==> src/rtl/serial_subtractor.sv <==
// Bit-serial unsigned subtractor: one full-subtractor cell, LSB first, one bit per clock.
// Start/busy/done handshake; difference and borrow_out update only when an operation completes.
module serial_subtractor #(
  parameter int WIDTH = 8
) (
  input  logic             clk,
  input  logic             reset,
  input  logic             start,
  input  logic [WIDTH-1:0] minuend,
  input  logic [WIDTH-1:0] subtrahend,
  output logic             busy,
  output logic             done,
  output logic [WIDTH-1:0] difference,
  output logic             borrow_out
);

  localparam int CNT_W = $clog2(WIDTH + 1);
  localparam logic [CNT_W-1:0] LAST_BIT = CNT_W'(WIDTH - 1);

  typedef enum logic [1:0] {
    IDLE  = 2'd0,
    SHIFT = 2'd1,
    DONE  = 2'd2
  } state_t;

  state_t           r_state;
  state_t           w_state_next;
  logic [WIDTH-1:0] r_a_sr;
  logic [WIDTH-1:0] r_b_sr;
  logic [WIDTH-1:0] r_res_sr;
  logic             r_borrow;
  logic [CNT_W-1:0] r_count;
  logic             r_busy;
  logic             r_done;
  logic [WIDTH-1:0] r_difference;
  logic             r_borrow_out;

  logic             w_a;
  logic             w_b;
  logic             w_d;
  logic             w_br_next;
  logic             w_last;
  logic [WIDTH-1:0] w_res_next;

  assign w_a       = r_a_sr[0];
  assign w_b       = r_b_sr[0];
  assign w_d       = w_a ^ w_b ^ r_borrow;
  assign w_br_next = (~w_a & w_b) | (~(w_a ^ w_b) & r_borrow);
  assign w_last    = (r_count == LAST_BIT);

  // New difference bit enters at the MSB so the LSB lands at bit 0 after WIDTH shifts.
  always_comb begin
    w_res_next            = r_res_sr >> 1;
    w_res_next[WIDTH-1]   = w_d;
  end

  // Next-state logic.
  always_comb begin
    w_state_next = r_state;
    case (r_state)
      IDLE: begin
        if (start) begin
          w_state_next = SHIFT;
        end else begin
          w_state_next = IDLE;
        end
      end
      SHIFT: begin
        if (w_last) begin
          w_state_next = DONE;
        end else begin
          w_state_next = SHIFT;
        end
      end
      DONE:    w_state_next = IDLE;
      default: w_state_next = IDLE;
    endcase
  end

  // State register.
  always_ff @(posedge clk) begin
    if (reset) begin
      r_state <= IDLE;
    end else begin
      r_state <= w_state_next;
    end
  end

  // Operand/result shifting, borrow, bit counter and registered outputs.
  always_ff @(posedge clk) begin
    if (reset) begin
      r_a_sr       <= {WIDTH{1'b0}};
      r_b_sr       <= {WIDTH{1'b0}};
      r_res_sr     <= {WIDTH{1'b0}};
      r_borrow     <= 1'b0;
      r_count      <= {CNT_W{1'b0}};
      r_busy       <= 1'b0;
      r_done       <= 1'b0;
      r_difference <= {WIDTH{1'b0}};
      r_borrow_out <= 1'b0;
    end else begin
      case (r_state)
        IDLE: begin
          r_done <= 1'b0;
          if (start) begin
            r_a_sr   <= minuend;
            r_b_sr   <= subtrahend;
            r_res_sr <= {WIDTH{1'b0}};
            r_borrow <= 1'b0;
            r_count  <= {CNT_W{1'b0}};
            r_busy   <= 1'b1;
          end
        end
        SHIFT: begin
          r_a_sr   <= r_a_sr >> 1;
          r_b_sr   <= r_b_sr >> 1;
          r_res_sr <= w_res_next;
          r_borrow <= w_br_next;
          r_count  <= r_count + CNT_W'(1);
          if (w_last) begin
            r_difference <= w_res_next;
            r_borrow_out <= w_br_next;
            r_busy       <= 1'b0;
            r_done       <= 1'b1;
          end
        end
        DONE: begin
          r_done <= 1'b0;
        end
        default: begin
          r_busy <= 1'b0;
          r_done <= 1'b0;
        end
      endcase
    end
  end

  assign busy       = r_busy;
  assign done       = r_done;
  assign difference = r_difference;
  assign borrow_out = r_borrow_out;

endmodule

==> config.mk <==
export PLATFORM = sky130hd
export DESIGN_NAME = serial_subtractor
export DESIGN_NICKNAME = d
export VERILOG_FILES = /design/src/rtl/serial_subtractor.sv
export SDC_FILE = /design/constraint.sdc
export NUM_CORES = 1
export LEC_CHECK = 0
export ABC_AREA = 1
export CAP_MARGIN = 20
export CORE_MARGIN = 2
export CORE_UTILIZATION = 56
export DETAILED_ROUTE_END_ITERATION = 8
export PLACE_DENSITY = 0.94
export SLEW_MARGIN = 20
export SYNTH_ARGS = -nofsm -noshare
export SYNTH_HDL_FRONTEND = slang
export SYNTH_SLANG_ARGS = --single-unit
==> constraint.sdc <==
create_clock -name clk -period 3.37 [get_ports clk]
set_input_delay 0.5055 -clock clk [delete_from_list [all_inputs] [get_ports clk]]
set_output_delay 0.5055 -clock clk [all_outputs]
set_load 0.005 [all_outputs]
==> impl_metrics.py <==
metrics = {
    "status": {
        "status": "finished clean",
    },
    "sta": {
        "tightest_slew_ns": 0.905,
        "rsz0062_at_grt": "no",
        "hold_violations": 0,
        "fin_ws_ns": 1.52,
        "max_freq_ghz": 0.541,
        "slew_violations": 0,
        "fin_crit_sh_pct": 54.8,
        "period_minus_slack_ns": 1.85,
        "relSlewSlack_pct": 39.6,
        "fin_skew_ns": 0.00381,
        "tns_ns": 0,
        "finalSetupViolations": 0,
    },
    "global_routing": {
        "grt_start_max_net_pins": 23,
        "grt_overflow": 0,
        "grt_usage_pct": 21.9,
        "grt_pass1_wl_mm": 5.89,
        "grt_pass1_vias": 1398,
        "antenna_found_initial": 0,
    },
    "synthesis": {
        "synth-seq-cells": 41,
        "synthMuxAreaShare_pct": 0,
        "synth_top_family_by_area": "simple AND/OR/NAND/NOR gates",
        "synth_cell_types": 18,
        "synthSimpleGateAreaFrac_pct": 36.5,
        "synth.cell_area_mm2": 0.00176,
        "synth_area_per_cell_um2": 7.11,
        "ys_warn_count": 0,
        "synthAdderAreaFrac_pct": 1.84,
        "synth_xor_area_share_pct": 0,
        "synth-compound-area-share_pct": 5.96,
        "syn-num-nets": 269,
        "ys_seq_area_share_pct": 46.5,
        "synth_cells": 248,
    },
    "min_path": {
        "min_from": "r_a_sr[7]",
        "min_path_type": "reg2reg",
    },
    "power": {
        "pwr-share-comb_pct": 13.8,
        "powerDensity_mw_per_mm2": 412,
        "p_seq_share_pct": 59.5,
        "peakVddDrop_mv": 0.253,
        "switching_share_pct": 26.3,
        "p_leak_uw": 0.000853,
        "internal-power_uw": 644,
        "power_switching_uw": 230,
        "clock_power_share_pct": 26.7,
    },
    "setup_path": {
        "slowest_stage": "clkdlybuf4s50_1",
        "path_cells": "clkdlybuf4s50_1 > clkinv_1 > buf_4 > nand3_1 > o21ai_0",
        "crit_start": "reset",
        "cp.required_ns": 3.61,
        "worst_r2r_path_depth": 4,
        "worstPathMaxFanout": 20,
        "cp-endpoint": "r_res_sr[6]",
        "cp.arrival_ns": 2.09,
        "timing.rr.end": "r_res_sr[6]",
        "reg2reg_slack_ns": 1.58,
        "rr_startpoint": "r_state[0]",
        "end_kind": "register",
        "max_stage_delay_ns": 0.55,
        "path_class": "in2reg",
        "startpoint_type": "input port",
    },
    "clocking": {
        "clk_pin_slew_ns": 0.11,
        "insertion_delay_ns": 0.35,
        "tritoncts": "done",
        "htreeDepth": 2,
        "cts_root_buffer": "clkbuf_4",
        "cts_resized": 0,
        "clk_path_buf_depth": 2,
        "cts_buffers": 5,
        "clkSinkCount": 41,
        "post_cts.repair.setup_buffers": 0,
        "hold_buffers": 0,
    },
    "floorplanning": {
        "core_mm2": 0.00303,
        "initial_core_util_pct": 58.3,
        "num_rows": 20,
        "ioPinCount": 30,
        "die_w_um": 60.1,
        "die_h_um": 60.1,
        "die-area_mm2": 0.00362,
    },
    "flow_run": {
        "maxCapViolations": 0,
    },
    "detailed_routing": {
        "drc": 0,
        "wirelength_mm": 3.33,
        "dr.pass1.iters": 4,
        "first_iter_violations": 73,
        "vias": 1591,
        "wl_per_cell_um": 10.3,
        "antenna_left": 0,
        "viasPerCell": 4.94,
    },
    "final_layout": {
        "layout-drive-gt1-share_pct": 4.68,
        "final_cells": 322,
        "area_delta_synth_final_pct": 20.2,
        "fillers": 271,
        "final_util_pct": 70.0,
        "nets": 298,
        "antennaDiodeCount": 0,
    },
    "placed_design": {
        "io_buffers": 29,
        "dp_cells": 314,
        "place_congestion": 0.789,
        "pre_cts_ws_ns": 1.16,
        "place_hpwl_mm": 2.36,
    },
}
-- final cells by class --
cell class | instances | area [µm²] | share of cell area, %
Sequential cell | 41 | 821 | 38.7
Timing Repair Buffer | 32 | 313 | 14.7
Clock buffer | 8 | 48.8 | 2.30
Multi-Input combinational cell | 170 | 782 | 36.9
Inverter | 27 | 101 | 4.78
Tap cell | 44 | 55.1 | 2.60
-- cells by family (layout without fill, tap and decap cells) --
kind of cell,Yosys count,in the layout
simple gates,147,147
flops,41,41
fa+ha+maj,2,2
compound gates,21,21
buf+inv,37,67
-- placed cells by master (no fill, tap or decap), drive strengths merged --
master / netlist / final
nand2: 51 / 51
inv: 26 / 26
dfxtp: 41 / 41
buf: 7 / 3
nand3: 28 / 28
fa: 1 / 1
clkbuf: 3 / 8
ha: 1 / 1
nor2: 56 / 56
o21ai: 14 / 14
nand3b: 12 / 12
a21oi: 7 / 7
clkdlybuf4s50: 0 / 29
clkinv: 1 / 1
-- metal layers --
metal / global-route usage (%) / share of wire, % / vias to the layer above
li1: - / - / 834
met4: 7.94 / 1.8 / 0
met1: 27.2 / 45 / 704
met3: 7.58 / 6.2 / 4
met2: 35.1 / 47 / 49
met5: 0 / 0 / -
-- flip-flops by register name (all words and copies together), names as in the netlist --
signal,flops
busy,1
done,1
r_state,2
r_res_sr,7
r_borrow,1
r_a_sr,8
borrow_out,1
difference,8
r_b_sr,8
r_count,4
-- critical path: cells and delay by family --
| kind | cells | cell delay (ns) |
|---|---|---|
| buf+inv | 3 | 1.39 |
| simple gates | 1 | 0.09 |
| compound gates | 1 | 0.09 |
-- metrics by stage --
stage / hold slack (ns) / cell area (µm²) / power, µW
finish: 0.485 / 2120 / 874
CTS: 0.486 / 2120 / 880
detailed placement: 0.468 / 2070 / 652
floorplan: 0.439 / 1760 / 612
global placement: 0.453 / 2070 / 647
global route: 0.508 / 2120 / 927
-- worst min-delay path by stage --
stage	endpoint	slack [ns]	cells past startpoint
6_report	r_a_sr[7]	0.49	2
5_1_grt	r_b_sr[2]	0.51	2
4_1_cts	r_a_sr[7]	0.49	2
3_5_place_dp	r_a_sr[7]	0.47	2
3_3_place_gp	done	0.45	2
2_1_floorplan	r_a_sr[7]	0.44	2
-- power groups by stage --
stage / Combinational, µW / Clock, µW / Sequential (µW)
floorplan: 83.9 / 0 / 528
global placement: 117 / 0 / 530
detailed placement: 121 / 0 / 531
CTS: 121 / 238 / 520
global route: 138 / 265 / 524
finish: 120 / 233 / 520
-- cells in the mapped netlist --
cell / instances / area, µm²
clkbuf_1: 3 / 11.3
buf_6: 1 / 11.3
nand2_2: 2 / 12.5
buf_4: 3 / 22.5
buf_2: 3 / 15.0
nand3_1: 28 / 140
dfxtp_1: 41 / 821
o21ai_1: 2 / 10.0
nand2_1: 49 / 184
nor2_1: 53 / 199
a21oi_1: 7 / 35.0
nor2_2: 3 / 18.8
o21ai_0: 12 / 60.1
inv_1: 26 / 97.6
nand3b_1: 12 / 90.1
clkinv_1: 1 / 3.75
fa_1: 1 / 20.0
ha_1: 1 / 12.5
No activity file was read; power rests on OpenSTA's default activity.
